[src/rtl/vga_scanout.sv]
// vga_scanout: raster scanout of a 6-bit frame buffer to VGA, with sync and blank
// delayed to match the memory read latency and 2-to-8 bit colour expansion.
module vga_scanout #(
   parameter int H_VIS  = 640,
   parameter int H_FP   = 16,
   parameter int H_SYNC = 96,
   parameter int H_BP   = 48,
   parameter int V_VIS  = 480,
   parameter int V_FP   = 10,
   parameter int V_SYNC = 2,
   parameter int V_BP   = 33,
   parameter int RD_LAT = 1
) (
   input  logic        clk,
   input  logic        rst_n,
   input  logic        disp_en,
   output logic [18:0] raddr,
   output logic        re,
   input  logic [5:0]  rdata,
   output logic [7:0]  vga_r,
   output logic [7:0]  vga_g,
   output logic [7:0]  vga_b,
   output logic        vga_hs,
   output logic        vga_vs,
   output logic        vga_blank_n,
   output logic        frame_start,
   output logic        vblank
);
   localparam int H_TOT = H_VIS + H_FP + H_SYNC + H_BP;
   localparam int V_TOT = V_VIS + V_FP + V_SYNC + V_BP;
   localparam int HW = $clog2(H_TOT);
   localparam int VW = $clog2(V_TOT);
   localparam logic [HW-1:0] H_VIS_C = HW'(H_VIS);
   localparam logic [HW-1:0] H_HS0   = HW'(H_VIS + H_FP);
   localparam logic [HW-1:0] H_HS1   = HW'(H_VIS + H_FP + H_SYNC);
   localparam logic [HW-1:0] H_LAST  = HW'(H_TOT - 1);
   localparam logic [VW-1:0] V_VIS_C = VW'(V_VIS);
   localparam logic [VW-1:0] V_VS0   = VW'(V_VIS + V_FP);
   localparam logic [VW-1:0] V_VS1   = VW'(V_VIS + V_FP + V_SYNC);
   localparam logic [VW-1:0] V_LAST  = VW'(V_TOT - 1);
   // pipeline word: {vis, hsync_n, vsync_n, disp}
   localparam logic [3:0] PIPE_RST = 4'b0110;

   logic [HW-1:0] h_cnt;
   logic [VW-1:0] v_cnt;
   logic [18:0]   addr_q;
   logic          disp_q;
   logic          vis, h_end, v_end, origin, disp_frame, hs_raw, vs_raw, live;
   logic [3:0]    pipe [RD_LAT];

   always_comb begin
      h_end      = h_cnt == H_LAST;
      v_end      = v_cnt == V_LAST;
      vis        = (h_cnt < H_VIS_C) && (v_cnt < V_VIS_C);
      origin     = (h_cnt == '0) && (v_cnt == '0);
      disp_frame = origin ? disp_en : disp_q;
      hs_raw     = !((h_cnt >= H_HS0) && (h_cnt < H_HS1));
      vs_raw     = !((v_cnt >= V_VS0) && (v_cnt < V_VS1));
      live       = pipe[RD_LAT-1][3] & pipe[RD_LAT-1][0];
   end

   assign raddr       = addr_q;
   assign re          = vis;
   assign frame_start = origin & rst_n;
   assign vblank      = v_cnt >= V_VIS_C;

   always_ff @(posedge clk or negedge rst_n) begin
      if (!rst_n) begin
         h_cnt  <= '0;
         v_cnt  <= '0;
         addr_q <= '0;
         disp_q <= 1'b0;
      end else begin
         h_cnt  <= h_end ? '0 : h_cnt + HW'(1);
         if (h_end) v_cnt <= v_end ? '0 : v_cnt + VW'(1);
         addr_q <= (h_end && v_end) ? '0 : addr_q + 19'(vis);
         if (origin) disp_q <= disp_en;
      end
   end

   // delay line matching the videoMem read latency
   always_ff @(posedge clk or negedge rst_n) begin
      if (!rst_n) begin
         for (int i = 0; i < RD_LAT; i++) pipe[i] <= PIPE_RST;
      end else begin
         pipe[0] <= {vis, hs_raw, vs_raw, disp_frame};
         for (int i = 1; i < RD_LAT; i++) pipe[i] <= pipe[i-1];
      end
   end

   always_ff @(posedge clk or negedge rst_n) begin
      if (!rst_n) begin
         vga_r       <= '0;
         vga_g       <= '0;
         vga_b       <= '0;
         vga_hs      <= 1'b1;
         vga_vs      <= 1'b1;
         vga_blank_n <= 1'b0;
      end else begin
         vga_r       <= live ? {4{rdata[5:4]}} : '0;
         vga_g       <= live ? {4{rdata[3:2]}} : '0;
         vga_b       <= live ? {4{rdata[1:0]}} : '0;
         vga_hs      <= pipe[RD_LAT-1][2];
         vga_vs      <= pipe[RD_LAT-1][1];
         vga_blank_n <= live;
      end
   end
endmodule

[config.mk]
export PLATFORM = sky130hd
export DESIGN_NAME = vga_scanout
export DESIGN_NICKNAME = d
export VERILOG_FILES = /design/src/rtl/vga_scanout.sv
export SDC_FILE = /design/constraint.sdc
export NUM_CORES = 1
export LEC_CHECK = 0
export CAP_MARGIN = 20
export CORE_MARGIN = 2
export CORE_UTILIZATION = 45
export DETAILED_ROUTE_END_ITERATION = 8
export PLACE_DENSITY = 0.76
export SETUP_SLACK_MARGIN = 0.05
export SLEW_MARGIN = 25
export SYNTH_ARGS = -nofsm -noshare
export SYNTH_HDL_FRONTEND = slang
export SYNTH_SLANG_ARGS = --single-unit
[constraint.sdc]
create_clock -name clk -period 2.6 [get_ports clk]
set_clock_uncertainty 0.15 [all_clocks]
set_input_delay 0.52 -clock clk [delete_from_list [all_inputs] [get_ports clk]]
set_output_delay 0.52 -clock clk [all_outputs]
set_load 0.01 [all_outputs]
==> run_results.csv <==
group,metric,value,unit
pwr,power_frac_comb,5.5,%
cells_and_area,drive_gt1_share,15.3,%
global_routing,grt_max_degree,53,
global_routing,first_global_vias,1838,
placement,place.port_buffers,57,
clock_network,numCtsBuffers,5,
route,wl_per_cell,13.4,um
route,dr.first_iter.drc_count,68,
logic_synthesis,synth_edf_count,0,
timing,setup_viol,0,
setup_path,cp-end-kind,"register",
logic_synthesis,synth_cells,248,
logic_synthesis,ys_types,38,
route,route.detailed.drc,0,
setup_path,timing.rr.start,"v_cnt[8]",
floorplan,fp.dieW,79.1,um
setup_path,cp_max_fo,3,
timing,maxSlewViolCount,0,
cells_and_area,area_growth_syn_to_layout,31.2,%
logic_synthesis,yosys_register_bits,52,
pwr,ir_drop,0.000329,V
logic_synthesis,yosysWarnings,0,
pwr,power_switching,0.305,mW
pwr,swShare,20.6,%
global_routing,grt_antenna_before_repair,0,
logic_synthesis,synth_seq_area_share,51.5,%
clock_network,clk_latency,0.30,ns
logic_synthesis,synth_ff_type,"dfrtp_1",
floorplan,start_util,46.4,%
setup_path,reg2reg_depth,8,
timing,fin_crit,2.49,ns
pwr,internal_power,1.18,mW
timing,fin_crit_sh,95.9,%
outcome,status,"complete, no violations",
logic_synthesis,async_flop_share,100,%
setup_path,cp.required,2.68,ns
placement,gp_congestion,0.795,
logic_synthesis,syn_nets,264,
hold_path,min_path_type,"input pin to asynchronous set/reset pin",
run,cap_viol_max_count,0,
floorplan,core-area,0.00547,mm^2
timing,finalHoldViolations,0,
clock_network,htreeDepth,2,
cells_and_area,nNetsFinal,323,
placement,dp_hpwl,3550,um
global_routing,grtUsageTotal,17.6,%
setup_path,critPathKind,"register to register",
clock_network,path_clk_slew,0.10,ns
clock_network,holdBufCountCts,0,
route,drt_wl_total,5100,um
clock_network,cts_sinks,52,
cells_and_area,antenna_cells,0,
timing,rsz0062_at_grt,"true",
setup_path,startpoint_type,"register",
clock_network,cts_tree,"built",
timing,worst_slew_pin_slew,0.640,ns
route,drt_pass1_iterations,4,
logic_synthesis,synth_area,0.00254,mm^2
clock_network,cts_root_buf,"clkbuf_8",
cells_and_area,final_cell_mix,"clkdlybuf4s50_1, dfrtp_1, nor2_1",
global_routing,grt_overflow,0,
timing,finalWorstSetupSlack,0.108,ns
floorplan,fp.dieH,79.1,um
clock_network,clockBufferDepth,2,
cells_and_area,final_common_cell,"clkdlybuf4s50_1",
setup_path,critPathArrivalTime,2.57,ns
setup_path,ff2ff_setup_slack,0.11,ns
route,antenna_left,0,
floorplan,io_pins,58,
pwr,p_clk_share,39.1,%
global_routing,grt_pass1_wl,8670,um
route,vias_per_cell,5.08,
timing,max_freq,0.401,GHz
pwr,p_per_area,445,mW/mm^2
pwr,power.leakage,1.45,nW
setup_path,r2r-end,"raddr[17]",
placement,dp_slack,0.0281,ns
pwr,p_total,1.48,mW
logic_synthesis,syn_avg_cell_area,10.2,um^2
floorplan,placementRows,27,
route,vias,1929,
pwr,p_seq_share,55.4,%
timing,max_slew_margin,57.3,%
floorplan,die_area,0.00626,mm^2
==> cells by family after synthesis <==
group / Yosys count / synth area share (%)
AO/OA/AOI/OAI: 14 / 3.55
XOR/XNOR: 27 / 9.32
adder cells (fa/ha/maj): 7 / 3.45
buffers and inverters: 33 / 8.04
flip-flops: 52 / 51.5
multiplexers: 3 / 1.23
AND/OR/NAND/NOR: 112 / 22.9
==> cells in the mapped netlist, drive strengths merged (2+ instances only) <==
library cell	number	area, um^2
xor2	6	52.6
nand3	18	90.1
dfrtp	48	1200
xnor2	21	184
or3	3	23.8
mux2i	2	20.0
ha	7	87.6
buf	21	159
nor4	8	50.1
inv	11	41.3
and3	11	68.8
a21o	2	16.3
o21ai	6	30.0
nor3	12	60.1
dfstp	4	105
nor2b	5	31.3
a21oi	3	18.8
nand4	6	43.8
nand2	9	33.8
nor2	33	124
==> metal layers <==
metal | GRT usage [%] | wire length [um] | vias up
met5 | 0 | 0 | -
met4 | 4.66 | 78 | 0
met3 | 4.32 | 248 | 8
met2 | 29.2 | 2450 | 55
met1 | 23.1 | 2310 | 924
li1 | - | - | 942
==> final cells by class <==
| class | count | area, um^2 |
|---|---|---|
| clock buffer | 6 | 82.6 |
| clock inverter | 2 | 38.8 |
| fill | 442 | 2140 |
| inverter | 11 | 41.3 |
| multi-input combinational | 163 | 1080 |
| sequential | 52 | 1310 |
| tap | 72 | 90.1 |
| timing repair buffer | 74 | 687 |
==> critical path, cell delays in order (launching register included) <==
cell,delay (ns)
dfrtp_1,0.42
and4_4,0.21
or2_4,0.26
nor2_4,0.12
ha_4,0.15
nand4_1,0.12
or4_4,0.55
or3_1,0.32
a21oi_1,0.12
==> timing repair <==
action,in CTS,in global routing
setup endpoints to repair,3,5
setup buffers,5,3
gates resized for setup,6,4
pin swaps,0,2
==> through the flow <==
| stage | cell area, um^2 | hold slack [ns] | std cells | utilization [%] | setup TNS (ns) |
|---|---|---|---|---|---|
| after floorplan | 2560 | 0.0744 | 248 | - | 0 |
| after global placement | 3120 | 0.196 | 364 | 57.1 | 0 |
| after detailed placement | 3120 | 0.199 | 364 | 57.1 | 0 |
| after CTS | 3300 | 0.214 | 377 | 60.2 | 0 |
| after global routing | 3330 | 0.214 | 380 | 60.8 | -0.00398 |
| final | 3330 | 0.210 | 380 | 60.8 | 0 |
==> worst max path at each step <==
stage / start / to / slack, ns
global placement: v_cnt[8] / frame_start / 0.1
global route: v_cnt[8] / raddr[17] / -0.004
floorplan: v_cnt[6] / raddr[17] / 0.005
detailed placement: v_cnt[6] / raddr[17] / 0.03
CTS: v_cnt[6] / raddr[17] / 0.08
finish: v_cnt[8] / raddr[17] / 0.11
==> power by group through the flow <==
stage / combinational [mW] / clock [mW] / sequential [mW]
6_report: 0.0821 / 0.579 / 0.820
4_1_cts: 0.0845 / 0.596 / 0.820
3_3_place_gp: 0.0832 / 0 / 0.836
3_5_place_dp: 0.0839 / 0 / 0.836
5_1_grt: 0.0895 / 0.627 / 0.822
2_1_floorplan: 0.0324 / 0 / 0.839
==> state kept, by name, indices dropped and copies added (netlist names) <==
signal	cells
vga_g	2
vga_b	2
h_cnt	10
vga_vs	1
vga_r	2
pipe	4
raddr	19
vga_hs	1
vga_blank_n	1
v_cnt	10
Note: power is estimated with default switching activity, not from simulation.
